<file path="config.mk">
export PLATFORM = sky130hd
export DESIGN_NAME = ge_row_feeder
export DESIGN_NICKNAME = d
export VERILOG_FILES = /design/src/rtl/ge_pkg.sv /design/src/rtl/ge_skew_line.sv /design/src/rtl/ge_row_feeder.sv
export SDC_FILE = /design/constraint.sdc
export NUM_CORES = 1
export LEC_CHECK = 0
export CAP_MARGIN = 20
export CELL_PAD_IN_SITES_DETAIL_PLACEMENT = 1
export CELL_PAD_IN_SITES_GLOBAL_PLACEMENT = 1
export CORE_ASPECT_RATIO = 0.7
export CORE_MARGIN = 10
export CORE_UTILIZATION = 48
export CTS_BUF_LIST = sky130_fd_sc_hd__clkbuf_4
export DETAILED_ROUTE_END_ITERATION = 10
export GPL_TIMING_DRIVEN = 0
export HOLD_SLACK_MARGIN = 0.08
export PLACE_DENSITY_LB_ADDON = 0.1
export SYNTH_ARGS = -nofsm -noshare
export SYNTH_HDL_FRONTEND = slang
export SYNTH_SLANG_ARGS = --single-unit
</file>
<file path="constraint.sdc">
create_clock -name clk -period 2.5 [get_ports clk]
set_clock_uncertainty 0.05 [all_clocks]
set_input_delay 0.25 -clock clk [delete_from_list [all_inputs] [get_ports clk]]
set_output_delay 0.25 -clock clk [all_outputs]
set_load 0.05 [all_outputs]
</file>
<file path="src/rtl/ge_pkg.sv">
// Shared definitions for the GF(2) systolic Gaussian-elimination array:
// cell opcodes, array modes, the row feeder state encoding and skew-line
// bundle layout.
package ge_pkg;

   localparam logic [1:0] OP_PASS = 2'b00;
   localparam logic [1:0] OP_SWAP = 2'b01;
   localparam logic [1:0] OP_ADD  = 2'b10;
   localparam logic [1:0] OP_NOP  = 2'b11;

   localparam logic MODE_TRI = 1'b0;
   localparam logic MODE_SYS = 1'b1;

   typedef enum logic [1:0] {
      IDLE   = 2'd0,
      LOAD   = 2'd1,
      STREAM = 2'd2,
      FLUSH  = 2'd3
   } feed_state_t;

   // Each skew line carries {data, start, swap} for one column.
   localparam int SKEW_W     = 3;
   localparam int SKEW_DATA  = 2;
   localparam int SKEW_START = 1;
   localparam int SKEW_SWAP  = 0;

   // Index width for a memory of the given depth, never narrower than one bit.
   function automatic int index_width(input int depth);
      return (depth > 1) ? $clog2(depth) : 1;
   endfunction

endpackage

</file>
<file path="src/rtl/ge_skew_line.sv">
// Fixed-length delay line for one array column. DEPTH registered stages of
// the {data, start, swap} bundle; DEPTH=0 degenerates to a plain wire so
// column 0 sees the feeder output in the same cycle.
module ge_skew_line
   import ge_pkg::*;
#(
   parameter int DEPTH = 1
) (
   input  logic              clk,
   input  logic              rst_b,
   input  logic [SKEW_W-1:0] head,
   output logic [SKEW_W-1:0] tail
);

   if (DEPTH == 0) begin : g_wire
      logic unused_clk_rst;
      assign unused_clk_rst = clk ^ rst_b;
      assign tail = head;
   end else begin : g_regs
      logic [SKEW_W-1:0] stages [DEPTH];

      // Shift the bundle one stage per cycle; clearing on reset drains any skewed frame.
      always_ff @(posedge clk or negedge rst_b) begin
         if (!rst_b) begin
            for (int i = 0; i < DEPTH; i++) begin
               stages[i] <= '0;
            end
         end else begin
            stages[0] <= head;
            for (int i = 1; i < DEPTH; i++) begin
               stages[i] <= stages[i-1];
            end
         end
      end

      assign tail = stages[DEPTH-1];
   end

endmodule

</file>
<file path="src/rtl/ge_row_feeder.sv">
// Row feeder for the GF(2) systolic Gaussian-elimination array. Buffers one
// frame of rows, then streams it back-to-back into the N column inputs with
// column j delayed by j cycles, followed by N-1 zero cycles to drain the skew.
// Optional feature macro: GE_FEED_ERR_EN adds a sticky err_overflow output
// that flags a frame truncated because the buffer filled without row_last.
module ge_row_feeder
   import ge_pkg::*;
#(
   parameter int N        = 8,
   parameter int MAX_ROWS = 16
) (
   input  logic         clk,
   input  logic         rst_b,
   input  logic         row_valid,
   output logic         row_ready,
   input  logic [N-1:0] row_data,
   input  logic         row_swap,
   input  logic         row_last,
   input  logic         mode_sel,
   output logic         mode,
   output logic [N-1:0] data_col,
   output logic [N-1:0] start_col,
   output logic [N-1:0] swap_col,
   output logic         busy,
   output logic         frame_done
`ifdef GE_FEED_ERR_EN
   ,
   output logic         err_overflow
`endif
);

   localparam int AW = index_width(MAX_ROWS);
   localparam int CW = $clog2(MAX_ROWS + 1);
   localparam int FW = index_width(N - 1);

   feed_state_t state, state_nxt;

   logic [N:0]    row_mem [MAX_ROWS];
   logic [N:0]    rd_row;
   logic [CW-1:0] row_cnt;
   logic [CW-1:0] rd_ptr;
   logic [FW-1:0] flush_cnt;
   logic          ready_en;
   logic          accept;
   logic          last_rd;
   logic          flush_end;
   logic          trunc;
   logic          streaming;

   assign accept    = row_valid & row_ready;
   assign streaming = (state == STREAM);
   assign last_rd   = (rd_ptr == row_cnt - CW'(1));
   assign flush_end = (flush_cnt == FW'(N - 2));
   assign rd_row    = row_mem[rd_ptr[AW-1:0]];
   assign busy      = (state != IDLE);

   // Input handshake: open in IDLE (once out of reset) and in LOAD while the buffer has room.
   always_comb begin
      row_ready = 1'b0;
      case (state)
         IDLE:    row_ready = ready_en;
         LOAD:    row_ready = (row_cnt < CW'(MAX_ROWS));
         default: row_ready = 1'b0;
      endcase
   end

   // Next-state logic; a full buffer without row_last is cut short and streamed as is.
   always_comb begin
      state_nxt = state;
      trunc     = 1'b0;
      case (state)
         IDLE, LOAD: begin
            if (accept) begin
               if (row_last || (row_cnt == CW'(MAX_ROWS - 1))) begin
                  state_nxt = STREAM;
                  trunc     = ~row_last;
               end else begin
                  state_nxt = LOAD;
               end
            end
         end
         STREAM: begin
            if (last_rd) begin
               state_nxt = FLUSH;
            end
         end
         FLUSH: begin
            if (flush_end) begin
               state_nxt = IDLE;
            end
         end
         default: state_nxt = IDLE;
      endcase
   end

   // State register plus the handshake enable that keeps row_ready low through reset.
   always_ff @(posedge clk or negedge rst_b) begin
      if (!rst_b) begin
         state    <= IDLE;
         ready_en <= 1'b0;
      end else begin
         state    <= state_nxt;
         ready_en <= 1'b1;
      end
   end

   // Write pointer / row count, read pointer and flush counter, all cleared when the frame ends.
   always_ff @(posedge clk or negedge rst_b) begin
      if (!rst_b) begin
         row_cnt   <= '0;
         rd_ptr    <= '0;
         flush_cnt <= '0;
      end else begin
         if (accept) begin
            row_cnt <= row_cnt + CW'(1);
         end
         if (streaming) begin
            rd_ptr <= rd_ptr + CW'(1);
         end
         if (state == FLUSH) begin
            if (flush_end) begin
               row_cnt   <= '0;
               rd_ptr    <= '0;
               flush_cnt <= '0;
            end else begin
               flush_cnt <= flush_cnt + FW'(1);
            end
         end
      end
   end

   // Frame buffer: each entry holds {swap, data} of one accepted row.
   always_ff @(posedge clk) begin
      if (accept) begin
         row_mem[row_cnt[AW-1:0]] <= {row_swap, row_data};
      end
   end

   // Array mode is captured on the first row of a frame and held until the next frame.
   always_ff @(posedge clk or negedge rst_b) begin
      if (!rst_b) begin
         mode <= MODE_TRI;
      end else if (accept && (state == IDLE)) begin
         mode <= mode_sel;
      end
   end

   // One-cycle completion pulse in the cycle after the last flush cycle.
   always_ff @(posedge clk or negedge rst_b) begin
      if (!rst_b) begin
         frame_done <= 1'b0;
      end else begin
         frame_done <= (state == FLUSH) && flush_end;
      end
   end

`ifdef GE_FEED_ERR_EN
   // Sticky truncation flag, cleared only by reset.
   always_ff @(posedge clk or negedge rst_b) begin
      if (!rst_b) begin
         err_overflow <= 1'b0;
      end else if (trunc) begin
         err_overflow <= 1'b1;
      end
   end
`else
   logic unused_trunc;
   assign unused_trunc = trunc;
`endif

   for (genvar j = 0; j < N; j++) begin : g_col
      logic [SKEW_W-1:0] head;
      logic [SKEW_W-1:0] tail;

      // Column j source: current buffered row while streaming, zeros otherwise.
      always_comb begin
         head = '0;
         if (streaming) begin
            head[SKEW_DATA]  = rd_row[j];
            head[SKEW_START] = (rd_ptr == '0);
            head[SKEW_SWAP]  = rd_row[N];
         end
      end

      ge_skew_line #(
         .DEPTH (j)
      ) u_skew (
         .clk   (clk),
         .rst_b (rst_b),
         .head  (head),
         .tail  (tail)
      );

      assign data_col[j]  = tail[SKEW_DATA];
      assign start_col[j] = tail[SKEW_START];
      assign swap_col[j]  = tail[SKEW_SWAP];
   end

endmodule

</file>
Word-level counts from Yosys, hierarchy flattened
Memories as Yosys holds them, arrays and structs flattened.
Cells that the tools add are included.

operators by class
  reductions and logical operators = 8
  $add $sub $neg = 4
  bitwise logic cells = 1
  order comparisons = 1
  muxes and demuxes = 23
  eq/ne operators = 9

operators with widths
  kind                   count
  $mux W5                6
  $mux W3                9
  $add A5 B1 Y5 const B  2
  $mux W2                4
  $ne A2 B2 Y1 const B   3
  $pmux W2 S3            1
  $eq A5 B4 Y1 const B   1
  $eq A5 B5 Y1           1
  $logic_not A5 Y1       1
  $lt A5 B5 Y1 const B   1
  $sub A5 B1 Y5 const B  1
  $eq A2 B2 Y1 const B   2
  $add A3 B1 Y3 const B  1
  $eq A3 B3 Y1 const B   1
  $reduce_and A3 Y1      1
  $eq A2 B1 Y1 const B   1
  $logic_and A1 B1 Y1    2
  $logic_not A2 Y1       1
  $mux W1                2
  $pmux W1 S2            1
  $reduce_bool A2 Y1     1
  $reduce_or A2 Y1       1
  $and A1 B1 Y1          1
  $logic_or A1 B1 Y1     1

storage, ports and cells
  logic and storage cells = 82
  output and inout bits = 28
  memories = 1
  input bits = 14
  memory bits (writable) = 144
  bits in registers = 102

memory list
  memory   words  bits a word  read ports  clocked after Yosys merged registers in  wr ports  RTL line             text
  row_mem  16     9            1           0                                        1         ge_row_feeder.sv:38  logic [N:0] row_mem [MAX_ROWS];

Logic depth before layout (Yosys ltp)
  word-level depth = 6
  mapped depth = 8
  depth with buffers taken out = 6

Hierarchy
Synthesis repeated with hierarchy kept, for this count alone.

second synthesis, totals
  cells, all modules = 464
  area, all modules = 8948.6 µm²

modules (own cells, without submodules)
  module                           cells an instance  instances  area an instance (µm²)  seq. area each (µm²)
  ge_row_feeder                    359                1          6688.9                  4774.6
  ge_skew_line at g_col[7].u_skew  24                 1          548.0                   525.5
  ge_skew_line at g_col[6].u_skew  21                 1          473.0                   450.4
  ge_skew_line at g_col[5].u_skew  18                 1          397.9                   375.4
  ge_skew_line at g_col[4].u_skew  15                 1          322.8                   300.3
  ge_skew_line at g_col[3].u_skew  12                 1          247.7                   225.2
  ge_skew_line at g_col[2].u_skew  9                  1          172.7                   150.1
  ge_skew_line at g_col[1].u_skew  3                  1          75.1                    75.1
  ge_skew_line at g_col[0].u_skew  3                  1          22.5                    0.0

Worst setup path after synthesis
Ideal clock, no wire load.

  kind = register to output
  start = register rd_ptr[1]
  end = output data_col[0]
  cell stages (with the launch flop) = 6
  arrival = 2.215 ns
  setup slack = -0.015 ns
  buffers on the path = 2
  required time = 2.200 ns
  path through = dfrtp_1 buf_2 buf_1 mux4_2 mux2i_1 o21ai_0

between the ends
  word-level cells in the longest chain between the ends = 2

RTL lines
  element                 RTL line              text
  start, declared         ge_row_feeder.sv:41   logic [CW-1:0] rd_ptr;
  start signal, assigned  ge_row_feeder.sv:118  rd_ptr <= rd_ptr + CW'(1);
  $mem_v2 Z16 W9          --
  $mux W3                 ge_row_feeder.sv:178  if (streaming) begin
  end, declared           ge_row_feeder.sv:21   output logic [N-1:0] data_col,

No other way between the ends.

Final worst setup path
  start = register rd_ptr[0]
  end = output swap_col[0]

between the ends
  word-level cells in the longest chain between the ends = 2

RTL lines
  element         RTL line              text
  $mem_v2 Z16 W9  --
  $mux W3         ge_row_feeder.sv:178
  end, declared   ge_row_feeder.sv:23   output logic [N-1:0] swap_col,

No other way between the ends.

==> summary.md <==
| Metric | Value |
|---|---|
| Hold Vio Cnt, Final | `0` |
| Clock Tree Root | `clkbuf_4` |
| Ys async rst share | `29.41%` |
| Clock-pin slew on the worst setup and hold paths | `0.08 ns` |
| Worst r2r dst | `row_mem[11][1]` |
| Share of layout cells above drive strength 1 | `34.72%` |
| Via count | `4374` |
| TritonCTS buffer count | `49` |
| Netlist Area Pre-Place | `7888 um^2` |
| Top FF cell, synth | `edfxtp_1` |
| Final #Nets | `584` |
| Crit path time final | `2.669 ns` |
| Sequential Power Share | `37.9%` |
| Crit path kind | `reg2out` |
| Pwr dens | `1166 nW/um^2` |
| Synth Area per Inst | `17.65 um^2` |
| RR Startpoint | `state[0]` |
| H-tree depth | `2` |
| Initial core utilization | `48.69%` |
| Final TNS setup | `-0.2813 ns` |
| Crit. End Element | `output pin` |
| Sink Count | `204` |
| F_max | `374.7 MHz` |
| Worst R2R Setup Slack | `0.09 ns` |
| Area share of the largest cell type after synthesis | `54.82%` |
| Antenna Violating Nets Remaining | `0` |
| Lkg Pwr | `3.649 nW` |
| Status | `finished with violations` |
| Failing checks | `setup timing` |
| PortBufs | `41` |
| Max Transition Viols Final | `0` |
| Fin crit share | `106.8%` |
| Switch Pwr | `3.961 mW` |
| Peak VDD IR | `0.4620 mV` |
| Register area | `5828 um^2` |
| Largest net degree at the start of global routing | `61` |
| Startpoint types | `flop` |
| Number of synthesized flops with an enable pin | `144` |
| Synth warn | `0` |
| Rel. slew slack | `46.62%` |
| Top-level I/O count | `42` |
| Internal power | `7.409 mW` |
| Detail Placement HPWL | `11.18 mm` |
| Net Sw Frac | `34.84%` |
| Top-count cell post-synth | `edfxtp_1` |
| Clock share of power | `24.5%` |
| Initial antenna violation count | `0` |
| Chip Height | `127.3 um` |
| #FFs+latches synth | `204` |
| Core area | `16200 um^2` |
| Global-route wire length before repair | `28.07 mm` |
| Combinational fraction of design power | `37.5%` |
| Final setup vio count | `2` |
| FP Rows | `39` |
| Total GRT Usage | `16.53%` |
| Gate Count Post-Synth | `447` |
| Final WS setup | `-0.1692 ns` |
| Arrival time at the worst endpoint | `2.37 ns` |
| DIE WIDTH | `173.2 um` |
| Residual DRC count | `0` |
| RSZ-0062 raised after global routing | `true` |
| Routed WL per cell | `22.50 um` |
| Max_cap viols | `0` |
| Vias in the first global route | `4786` |
| Area used by multi-input combinational logic | `1951 um^2` |
| Clock buffer depth | `3` |
| Synth area leader | `edfxtp_1` |
| R2R depth | `4` |
| Syn_nets | `469` |
| Initial DRC Count | `314` |
| Crit-path max FO | `6` |
| Hold Crit Class | `in2async` |
| Number of iterations in the first detailed-routing pass | `4` |
| Via/cell ratio | `5.289` |
| Tot Pwr | `11.37 mW` |
| Area grow syn2layout | `23.62%` |
| Cell variety after synth | `45` |
| Utilization after layout | `60.19%` |
| Number of fill cells in the layout | `1490` |
| Synth cell count leaders | `edfxtp_1 (144), dfrtp_1 (60), mux2i_1 (29), nor2_1 (27), mux4_2 (26)` |
| DRT Wirelength | `18.61 mm` |
| CTS tree | `done` |
| Number of diodes | `0` |
| Die ar. | `22040 um^2` |
| Routability cong. | `0.7823` |
| Seq/Total Area, Yosys | `73.86%` |
| WP data required | `2.20 ns` |
| Total global routing overflow | `0` |
| Tightest Pin Transition | `0.8006 ns` |
| Clk_lat worst skew | `0.61 ns` |
| Synth top area cells | `edfxtp_1 (55%), dfrtp_1 (19%), mux4_2 (7.4%), mux2i_1 (3.7%), buf_4 (2.3%)` |
-- worst max-delay path: stages, from the launching register on --
cell	delay [ns]
dfrtp_1	0.38
buf_6	0.15
buf_12	0.12
mux4_2	0.51
o21ai_2	0.22
o21ai_2	0.10
buf_4	0.15
buf_8	0.14
-- power by group through the flow --
stage / combinational (mW) / clock (mW) / sequential (mW)
final: 4.27 / 2.79 / 4.31
after CTS: 4.07 / 2.85 / 4.30
after floorplan: 2.46 / 0 / 4.30
after detailed placement: 3.61 / 0 / 4.32
after global placement: 3.52 / 0 / 4.29
after global routing: 4.52 / 3.06 / 4.37
-- per-stage QoR --
step / std cells / setup WS [ns] / instance area (um^2) / hold slack (ns)
after floorplan: 447 / 0.1397 / 7888 / -0.09559
after global placement: 713 / -0.9443 / 8579 / 0.2815
after detailed placement: 715 / -0.7382 / 8620 / 0.2855
after CTS: 820 / -0.1772 / 9635 / 0.2025
after global routing: 827 / -0.2756 / 9751 / 0.1880
final: 827 / -0.1692 / 9751 / 0.1989
-- final cells by class --
| class | instances | area share, % |
|---|---|---|
| inverters | 9 | 0.3465 |
| multi-input cells | 191 | 20.01 |
| flip-flops and latches | 204 | 59.77 |
| well taps | 225 | 2.887 |
| clock inverters | 15 | 0.8597 |
| clock buffers | 76 | 5.851 |
| repair buffers | 69 | 6.596 |
| plain buffers | 38 | 3.683 |
-- layout by cell type, fill, tap and decap left out, drive strengths merged, types with 2 or more instances in the layout --
master / instances
mux2i: 29
mux4: 26
clkinv: 14
clkbuf: 78
a211oi: 2
nor2: 27
clkdlybuf4s50: 35
ha: 8
nand2b: 4
a2111oi: 2
nor3: 6
nor2b: 3
xnor2: 8
dfrtp: 60
nand2: 13
nand3: 6
o21ai: 26
edfxtp: 144
xor2: 3
a221oi: 10
inv: 9
a21oi: 3
buf: 67
-- how the worst max path moves through the flow --
stage          startpoint                 endpoint  slack, ns  cells after the start
2_1_floorplan    state[0]            row_mem[0][0]       0.14                      5
3_3_place_gp        rst_b  g_col[3].u_skew.tail[2]      -0.94                      1
3_5_place_dp    rd_ptr[2]              swap_col[0]      -0.74                      7
4_1_cts         rd_ptr[0]              swap_col[0]      -0.18                      7
5_1_grt         rd_ptr[0]              swap_col[0]      -0.28                      7
6_report        rd_ptr[0]              swap_col[0]      -0.17                      7
-- flip-flops by register name, indices dropped and copies added (netlist names), 2 cells and up --
name and count:
row_mem 144, g_col.u_skew.g_regs.stages 29, row_cnt 5, state 2, g_col.u_skew.tail 13, flush_cnt 3, rd_ptr 5
-- cell families after synthesis --
| kind of cell | Yosys count | synth area share, % |
|---|---|---|
| other cells | 1 | 0.04754 |
| compound gates | 49 | 4.315 |
| simple gates | 66 | 4.109 |
| mux | 56 | 11.29 |
| fa+ha+maj | 8 | 1.269 |
| buf+inv | 52 | 3.886 |
| xor+xnor | 11 | 1.222 |
| flops | 204 | 73.86 |
-- routing by layer --
metal	vias up	GRT usage, %	part of all wire, %
li1	1942	-	-
met1	2301	22.83	45
met2	111	25.82	47
met3	20	4.267	6.0
met4	0	4.146	1.2
met5	-	0	0
-- what timing repair did --
action,in CTS,in global routing
hold buffers,1,0
gates cloned,0,1
setup endpoints to repair,129,29
setup buffers,16,8
endpoints found under the hold margin,60,0
gates resized for setup,95,20
pin swaps,6,3
Power figures use the tool's default switching activity.
